## src/rtl/cpu_pkg.sv

```systemverilog
// Shared definitions for the CPU control sequencer: state encoding, opcode map
// and the default multiplier latency.
package cpu_pkg;

    localparam int MUL_LAT_DEFAULT = 2;

    typedef enum logic [2:0] {
        ST_IDLE    = 3'd0,
        ST_FETCH   = 3'd1,
        ST_EXEC1   = 3'd2,
        ST_MULWAIT = 3'd3,
        ST_EXEC2   = 3'd4,
        ST_MEM     = 3'd5,
        ST_HALT    = 3'd6
    } seq_state_t;

    // Opcode map, taken from instruction register bits [15:10]
    localparam logic [5:0] OP_JMP_FIRST  = 6'b000000;
    localparam logic [5:0] OP_JMP_LAST   = 6'b001011;
    localparam logic [5:0] OP_ALU_FIRST  = 6'b001100;
    localparam logic [5:0] OP_ALU_LAST   = 6'b011011;
    localparam logic [5:0] OP_MUL        = 6'b011100;
    localparam logic [5:0] OP_MLA        = 6'b011101;
    localparam logic [5:0] OP_MLS        = 6'b011110;
    localparam logic [5:0] OP_ALU_EXT    = 6'b011111;
    localparam logic [5:0] OP_ALU2_FIRST = 6'b100000;
    localparam logic [5:0] OP_ALU2_LAST  = 6'b100101;
    localparam logic [5:0] OP_PSH        = 6'b101000;
    localparam logic [5:0] OP_POP        = 6'b101001;
    localparam logic [5:0] OP_LDR        = 6'b110000;
    localparam logic [5:0] OP_STR        = 6'b110001;
    localparam logic [5:0] OP_NOP        = 6'b111110;
    localparam logic [5:0] OP_STP        = 6'b111111;

    function automatic logic op_in_range(input logic [5:0] op,
                                         input logic [5:0] lo,
                                         input logic [5:0] hi);
        return (op >= lo) && (op <= hi);
    endfunction

    function automatic logic is_jump_op(input logic [5:0] op);
        return op_in_range(op, OP_JMP_FIRST, OP_JMP_LAST);
    endfunction

    function automatic logic is_alu_op(input logic [5:0] op);
        return op_in_range(op, OP_ALU_FIRST, OP_ALU_LAST)
            || (op == OP_ALU_EXT)
            || op_in_range(op, OP_ALU2_FIRST, OP_ALU2_LAST);
    endfunction

    function automatic logic is_mul_op(input logic [5:0] op);
        return (op == OP_MUL) || (op == OP_MLA) || (op == OP_MLS);
    endfunction

endpackage

```

## src/rtl/seq_wait_cnt.sv

```systemverilog
// 4-bit loadable down-counter used to time the multiplier wait; flags a count of one.
module seq_wait_cnt
    import cpu_pkg::*;
(
    input  logic       clk,
    input  logic       rst_n,
    input  logic       load,
    input  logic       dec,
    input  logic [3:0] load_val,
    output logic       one
);

    logic [3:0] cnt_d;
    logic [3:0] cnt_q;

    // Load has priority; decrement stops at zero so the counter never wraps
    always_comb begin
        cnt_d = cnt_q;
        if (load) begin
            cnt_d = load_val;
        end else if (dec && (cnt_q != 4'd0)) begin
            cnt_d = cnt_q - 4'd1;
        end
    end

    always_ff @(posedge clk) begin
        if (!rst_n) begin
            cnt_q <= 4'd0;
        end else begin
            cnt_q <= cnt_d;
        end
    end

    assign one = (cnt_q == 4'd1);

endmodule

```

## src/rtl/cpu_sequencer.sv

```systemverilog
// CPU control sequencer: fetch/execute FSM with multi-cycle multiply and memory
// phases; control strobes decode from the state register, opcode and jump flag.
module cpu_sequencer
    import cpu_pkg::*;
#(
    parameter int MUL_LAT = MUL_LAT_DEFAULT
) (
    input  logic       CLK,
    input  logic       nRST,
    input  logic       run,
    input  logic [5:0] opcode,
    input  logic       jump,
    input  logic       mem_ack,
    output logic       ir_load,
    output logic       alu_en_n,
    output logic       exec2,
    output logic       reg_we,
    output logic       pc_inc,
    output logic       pc_load,
    output logic       stk_push,
    output logic       stk_pop,
    output logic       mem_req,
    output logic       mem_we,
    output logic       halted
);

    localparam logic [3:0] MUL_LAT_CNT = 4'(MUL_LAT);

    seq_state_t state_d;
    seq_state_t state_q;
    logic       cnt_load;
    logic       cnt_dec;
    logic       cnt_one;

    seq_wait_cnt u_wait_cnt (
        .clk      (CLK),
        .rst_n    (nRST),
        .load     (cnt_load),
        .dec      (cnt_dec),
        .load_val (MUL_LAT_CNT),
        .one      (cnt_one)
    );

    always_comb begin
        state_d  = state_q;
        cnt_load = 1'b0;
        cnt_dec  = 1'b0;
        ir_load  = 1'b0;
        alu_en_n = 1'b1;
        exec2    = 1'b0;
        reg_we   = 1'b0;
        pc_inc   = 1'b0;
        pc_load  = 1'b0;
        stk_push = 1'b0;
        stk_pop  = 1'b0;
        mem_req  = 1'b0;
        mem_we   = 1'b0;
        halted   = 1'b0;

        unique case (state_q)
            ST_IDLE: begin
                if (run) begin
                    state_d = ST_FETCH;
                end
            end

            ST_FETCH: begin
                ir_load = 1'b1;
                state_d = ST_EXEC1;
            end

            ST_EXEC1: begin
                // Loads and stores keep the ALU idle; everything else uses it
                alu_en_n = (opcode == OP_LDR) || (opcode == OP_STR);
                state_d  = ST_FETCH;
                if (is_jump_op(opcode)) begin
                    pc_load = jump;
                    pc_inc  = !jump;
                end else if (is_alu_op(opcode)) begin
                    reg_we = 1'b1;
                    pc_inc = 1'b1;
                end else if (is_mul_op(opcode)) begin
                    cnt_load = 1'b1;
                    state_d  = ST_MULWAIT;
                end else begin
                    case (opcode)
                        OP_PSH: begin
                            stk_push = 1'b1;
                            pc_inc   = 1'b1;
                        end
                        OP_POP: begin
                            stk_pop = 1'b1;
                            reg_we  = 1'b1;
                            pc_inc  = 1'b1;
                        end
                        OP_LDR, OP_STR: begin
                            state_d = ST_MEM;
                        end
                        OP_STP: begin
                            reg_we  = 1'b1;
                            state_d = ST_HALT;
                        end
                        OP_NOP: begin
                            pc_inc = 1'b1;
                        end
                        default: begin
                            pc_inc = 1'b1;
                        end
                    endcase
                end
            end

            ST_MULWAIT: begin
                alu_en_n = 1'b0;
                cnt_dec  = 1'b1;
                if (cnt_one) begin
                    state_d = ST_EXEC2;
                end
            end

            ST_EXEC2: begin
                exec2    = 1'b1;
                alu_en_n = 1'b0;
                reg_we   = 1'b1;
                pc_inc   = 1'b1;
                state_d  = ST_FETCH;
            end

            // An ack already present on the first MEM cycle completes immediately
            ST_MEM: begin
                mem_req = 1'b1;
                mem_we  = (opcode == OP_STR);
                if (mem_ack) begin
                    reg_we  = (opcode == OP_LDR);
                    pc_inc  = 1'b1;
                    state_d = ST_FETCH;
                end
            end

            ST_HALT: begin
                halted = 1'b1;
            end

            default: begin
                state_d = ST_IDLE;
            end
        endcase
    end

    always_ff @(posedge CLK) begin
        if (!nRST) begin
            state_q <= ST_IDLE;
        end else begin
            state_q <= state_d;
        end
    end

endmodule

```

## config.mk

```make
export PLATFORM = sky130hd
export DESIGN_NAME = cpu_sequencer
export DESIGN_NICKNAME = d
export VERILOG_FILES = /design/src/rtl/cpu_pkg.sv /design/src/rtl/seq_wait_cnt.sv /design/src/rtl/cpu_sequencer.sv
export SDC_FILE = /design/constraint.sdc
export NUM_CORES = 1
export LEC_CHECK = 0
export ABC_AREA = 1
export BUFFER_PORTS_ARGS = -buffer_cell sky130_fd_sc_hd__buf_2
export CORE_MARGIN = 2
export CORE_UTILIZATION = 42
export DETAILED_ROUTE_END_ITERATION = 12
export GPL_TIMING_DRIVEN = 1
export HOLD_SLACK_MARGIN = 0.05
export PLACE_DENSITY = 0.64
export SETUP_SLACK_MARGIN = 0.4
export SKIP_CTS_REPAIR_TIMING = 1
export SYNTH_ARGS = -nofsm -noshare
export SYNTH_HDL_FRONTEND = slang
export SYNTH_SLANG_ARGS = --single-unit
```

## constraint.sdc

```tcl
create_clock -name CLK -period 1.8 [get_ports CLK]
set_input_delay 0.36 -clock CLK [delete_from_list [all_inputs] [get_ports CLK]]
set_output_delay 0.36 -clock CLK [all_outputs]
set_load 0.005 [all_outputs]
```

==> results of run 1 <==
==> power breakdown <==
part	switching, W	internal, W	total [W]
sequential	0.0000187	0.000173	0.000192
clock	0.0000500	0.0000841	0.000134
combinational	0.000134	0.0000997	0.000233
==> worst max-delay path by stage <==
| stage | start | end | slack (ns) | cells after the start |
|---|---|---|---|---|
| after floorplan | state_q[0]$_SDFFE_PN0P_ | stk_pop | 0.43 | 5 |
| after global placement | opcode[3] | stk_pop | 0.19 | 9 |
| after detailed placement | opcode[3] | stk_push | 0.14 | 9 |
| after CTS | state_q[0]$_SDFFE_PN0P_ | stk_push | 0.06 | 6 |
| after global routing | state_q[1]$_SDFFE_PN0P_ | stk_pop | 0.04 | 7 |
| final | state_q[1]$_SDFFE_PN0P_ | stk_pop | 0.15 | 7 |
==> critical path: cells and delay by family, from the launching register on <==
kind,cells,cell delay [ns]
simple gates,5,0.52
flops,1,0.36
buf+inv,2,0.16
==> layout make-up <==
class                           instances  area share, %
Inverter                               25          10.76
Multi-Input combinational cell         95          52.32
Sequential cell                         7          16.35
Tap cell                               16          2.180
Clock buffer                            4          2.861
Timing Repair Buffer                   26          15.53
==> cell usage after synthesis <==
| cell type | instances | share of area, % |
|---|---|---|
| nor4_1 | 1 | 0.89 |
| nor3_4 | 1 | 2.3 |
| nand2_4 | 1 | 1.6 |
| a21oi_1 | 7 | 5.0 |
| nor2_4 | 2 | 3.2 |
| nor2_2 | 1 | 0.89 |
| or2_2 | 1 | 0.89 |
| inv_1 | 23 | 12 |
| o21a_1 | 1 | 1.1 |
| nor2_1 | 18 | 9.6 |
| nand3_1 | 10 | 7.1 |
| nand2_2 | 2 | 1.8 |
| inv_2 | 2 | 1.1 |
| nand2_1 | 37 | 20 |
| o22ai_1 | 1 | 0.89 |
| dfxtp_1 | 7 | 20 |
| o21bai_1 | 1 | 1.1 |
| nand4_1 | 3 | 2.7 |
| o21ai_0 | 6 | 4.3 |
| ha_1 | 2 | 3.6 |
==> cell families (layout without fill, tap and decap cells) <==
logic type,count (synthesis),after routing
compound gates,16,16
fa+ha+maj,2,2
buf+inv,25,55
flops,7,7
simple gates,77,77
==> flip-flops by register name, indices dropped and copies added (netlist names) <==
signal / flops
state_q: 3
u_wait_cnt.cnt_q: 4
==> through the flow <==
step,hold WS (ns),worst slack (ns),cells,power (W)
floorplan,0.4576,0.4344,127,0.0003153
global placement,0.4940,0.1889,165,0.0003803
detailed placement,0.5105,0.1408,165,0.0003814
CTS,0.3380,0.06242,169,0.0005194
global route,0.3369,0.03702,173,0.0006122
finish,0.3409,0.1464,173,0.0005592
==> per-layer routing <==
layer / vias to the layer above / global-route usage [%] / share of wire [%]
li1: 460 / - / -
met1: 359 / 23.96 / 48
met2: 12 / 28.41 / 48
met3: 0 / 7.200 / 4.0
met4: 0 / 1.765 / 0
met5: - / 0 / 0
==> flow_summary.toml, run 1 <==
[run_status]
outcome = "complete, no violations"

[setup_path]
cpPeakStageDelay_ns = 0.36
worst_path_most_repeated_cell = "nor2_1"
rr_startpoint = "u_wait_cnt.cnt_q[0]$_SDFFE_PP0P_"
ff2ff_path_depth = 8
end_kind = "output pin"
worstSetupStartpointType = "flop"
path_cells = "inv_4 -> nor3_4 -> nand2_1 -> nor2_1 -> nand4_1 -> nor2_1 -> buf_2"
rrSetupSlack_ns = 0.55
path_class = "flop to output pin"
regToRegEndpoint = "u_wait_cnt.cnt_q[1]$_SDFFE_PN0P_"
crit_fanout = 5
cp.arrival_ns = 1.29
crit_required_ns = 1.44
cp_slowest_cell = "dfxtp_4"

[clocking]
h-tree-depth = 1
clkTransAtPathRegs_ns = 0.05
cts_tree = "built"
clock_latency_ns = 0.24
clockBufferDepth = 2
cts_inserted_buffers = 3
cts_sinks = 7
cts_root_buffer = "clkbuf_4"

[global_routing]
grt_pass1_vias = 691
gr-usage-all-layers_pct = 17.95
grt_first_pass_wirelength_mm = 2.691
grt_antenna_before_repair = 0
grt_overflow = 0
grt_max_degree = 8

[placed_design]
placed_cell_area_um2 = 834.6
numPortBuffers = 21
place_congestion = 0.8089
hpwl_mm = 1.353

[final_layout]
finalNetCount = 171
antennaDiodeCount = 0
multi_input_area_um2 = 480.5
syn2layout_area_growth_pct = 30.84
seq_area_um2 = 150.1
drive_gt1_share_pct = 29.94
final_util_pct = 59.58
final_cell_mix = "nand2_1, inv_1, buf_2, nor2_1, nand3_1"
final_area_um2 = 918.4
mostFrequentLayoutCell = "nand2_1"
fillers = 183

[routing]
wl_per_cell_um = 9.474
vias_per_cell = 4.803
firstDrtPassIters = 4
drtIter0Drc = 5
dr_total_vias = 831
finalWirelength_mm = 1.639
drc = 0
ant_nets = 0

[synthesis]
yosysSeqAreaShare_pct = 19.96
netlist_area_um2 = 701.9
synth_simple_gate_area_share_pct = 50.80
synth_fa_ha_area_share_pct = 3.565
yosysWarningCount = 0
avgSynthCellArea_um2 = 5.527
yosysUniqueCellTypes = 20
syn_inst = 127
yosys-mux-area-fraction_pct = 0
syn-num-nets = 140
synth-compound-area-share_pct = 12.30
ys_ff_latch = 7
synth_xor_area_share_pct = 0
synth_top_family_by_area = "simple AND/OR/NAND/NOR gates"

[min_path]
holdPathStages = 3
hold_path.class = "input pin to flop"
hold_end = "state_q[1]$_SDFFE_PN0P_"
hp-start = "nRST"

[die]
ioPinCount = 22
fp.coreArea_um2 = 1541
die-area_um2 = 2014
die_h_um = 44.88
rows = 14
die_x_um = 44.88
initial_core_util_pct = 45.54

[power]
irDropWorstVdd_mv = 0.4387
leakagePower_nw = 0.5510
power_density_nw_per_um2 = 608.9

[timing]
finalSetupViolations = 0
finClkSkew_ns = 0.0008888
min_period_ns = 1.654
slew_viol_final = 0
slew_headroom_pct = 81.56
finalHoldViolations = 0
tns_ns = 0
fmax_mhz = 604.7
rsz0062_at_grt = "true"
worst_pin_slew_ns = 0.2766
min_period_over_period_pct = 91.87

[flow_run]
drv_cap = 0
Note: power is estimated with default switching activity, not from simulation.
==> inputs of run 2 (changes only) <==
--- a/config.mk
+++ b/config.mk
@@ -12,7 +12,7 @@
 export DETAILED_ROUTE_END_ITERATION = 12
 export GPL_TIMING_DRIVEN = 1
 export HOLD_SLACK_MARGIN = 0.05
-export PLACE_DENSITY = 0.64
+export PLACE_DENSITY = 0.68
 export SETUP_SLACK_MARGIN = 0.4
 export SKIP_CTS_REPAIR_TIMING = 1
 export SYNTH_ARGS = -nofsm -noshare
==> run 2 against run 1 <==
Via count increased by 4.6%; sequential share of layout area decreased by 0.96 points; routed wire length increased by 9.3%; first-iteration DRC count increased by 100%; critical path depth increased by 2; design area increased by 4.5%; critical endpoint is now stk_push; largest cell class unchanged; largest power group unchanged.
==> flow_summary.toml, run 2 (synthesis results as in run 1) <==
[min_path]
hold_path.class = "input pin to flop"
hp-start = "nRST"

[timing]
finalHoldViolations = 0
fmax_mhz = 564.3
min_period_over_period_pct = 98.45
worst_pin_slew_ns = 0.2563
slew_viol_final = 0
finalSetupViolations = 0
rsz0062_at_grt = "true"
slew_headroom_pct = 82.91
finClkSkew_ns = 0.001925
min_period_ns = 1.772
fin_ws_ns = 0.02791

[power]
sequentialPowerShare_pct = 33.9
leakagePower_nw = 0.5542
internal_power_w = 0.0003644
clkPwrFrac_pct = 23.6
swShare_pct = 38.35
power_density_nw_per_um2 = 616.0
irDropWorstVdd_mv = 0.5667
p_comb_share_pct = 42.4
p_switching_w = 0.0002267

[die]
die_h_um = 44.88
die-area_um2 = 2014
ioPinCount = 22
rows = 14
die_x_um = 44.88
fp.coreArea_um2 = 1541
initial_core_util_pct = 45.54

[routing]
vias_per_cell = 5.023
routed.top_layer = "met3"
drtIter0Drc = 10
drc = 0
wl_per_cell_um = 10.35
m1WireLength_um = 754
ant_nets = 0
firstDrtPassIters = 4
wl_met2_um = 906
dr_total_vias = 869
finalWirelength_mm = 1.791
wl_met3_um = 130

[setup_path]
crit_required_ns = 1.44
end_kind = "output pin"
crit_fanout = 5
cp_slowest_cell = "nand2_1"
cpPeakStageDelay_ns = 0.14
rr_startpoint = "state_q[1]$_SDFFE_PN0P_"
path_class = "input pin to output pin"
path_cells = "buf_2 -> nand2_1 -> inv_1 -> nand3_1 -> inv_1 -> nor2_1 -> nand4_1 -> nor2_1 -> buf_2"
cp.arrival_ns = 1.41
crit_start = "opcode[3]"
worstSetupStartpointType = "input pin"

[final_layout]
final_area_um2 = 959.7
stdcell_count = 173
top_regs = "u_wait_cnt.cnt_q (4), state_q (3)"
largest_register_ffs = 4
fillers = 152
syn2layout_area_growth_pct = 36.72
drive_gt1_share_pct = 32.48
regMostFlops = "u_wait_cnt.cnt_q"
final_cell_mix = "nand2_1, inv_1, buf_2, nor2_1, nand3_1"
finalNetCount = 171
mostFrequentLayoutCell = "nand2_1"
antennaDiodeCount = 0

[clocking]
cts_tree = "built"
cts_sinks = 7
clock_latency_ns = 0.25
clockBufferDepth = 2
clkTransAtPathRegs_ns = 0.05
cts_inserted_buffers = 3
cts_root_buffer = "clkbuf_4"
h-tree-depth = 1

[global_routing]
grt_antenna_before_repair = 0
grt_overflow = 0
grt_pass1_vias = 724
grt_first_pass_wirelength_mm = 2.794
grt_max_degree = 8
gr-usage-all-layers_pct = 18.71

[placed_design]
placedCellCount = 165
place_congestion = 0.9236
place_ws_ns = 0.09050
placed_cell_area_um2 = 834.6
numPortBuffers = 21
hpwl_mm = 1.415

[run_status]
outcome = "complete, no violations"

[flow_run]
drv_cap = 0
-- run 2: final timing paths --
path	depth (start not counted)	slack, ns	endpoint
worst max register to register	10	0.48	state_q[0]$_SDFFE_PN0P_
worst min-delay path	3	0.33	state_q[1]$_SDFFE_PN0P_
worst max-delay path	9	0.03	stk_push
worst min register to register	2	0.52	u_wait_cnt.cnt_q[3]$_SDFFE_PP0P_
-- run 2: critical path, delay by kind of cell --
kind / cells / cell delay [ns]
buffers and inverters: 4 / 0.40
AND/OR/NAND/NOR: 5 / 0.65
-- run 2: area by class of cell --
type / instances / area, um^2 / share of cell area, %
Clock buffer: 4 / 26.28 / 2.738
Timing Repair Buffer: 26 / 146.4 / 15.25
Inverter: 25 / 98.84 / 10.30
Sequential cell: 7 / 147.6 / 15.38
Multi-Input combinational cell: 95 / 520.5 / 54.24
Tap cell: 16 / 20.02 / 2.086
-- run 2: stage by stage --
step / hold WS, ns / power [W] / util (%) / TNS, ns
floorplan: 0.4576 / 0.0003153 / - / 0
global placement: 0.4980 / 0.0003791 / 54.14 / 0
detailed placement: 0.5135 / 0.0003815 / 54.14 / 0
CTS: 0.3187 / 0.0005291 / 55.84 / -0.004613
global route: 0.3531 / 0.0006392 / 62.26 / -0.2259
finish: 0.3275 / 0.0005911 / 62.26 / 0
-- run 2: power by group through the flow --
stage	Combinational [W]	Sequential [W]	Clock (W)
3_5_place_dp	0.000191	0.000191	0
2_1_floorplan	0.000129	0.000187	0
3_3_place_gp	0.000189	0.000190	0
5_1_grt	0.000279	0.000202	0.000158
6_report	0.000251	0.000200	0.000140
4_1_cts	0.000192	0.000187	0.000150
-- run 2: metal layers --
layer  vias to the layer above  global-route usage, %
li1                        457                      -
met1                       375                  22.79
met2                        37                  32.46
met3                         0                  6.000
met4                         0                  3.529
met5                         -                      0
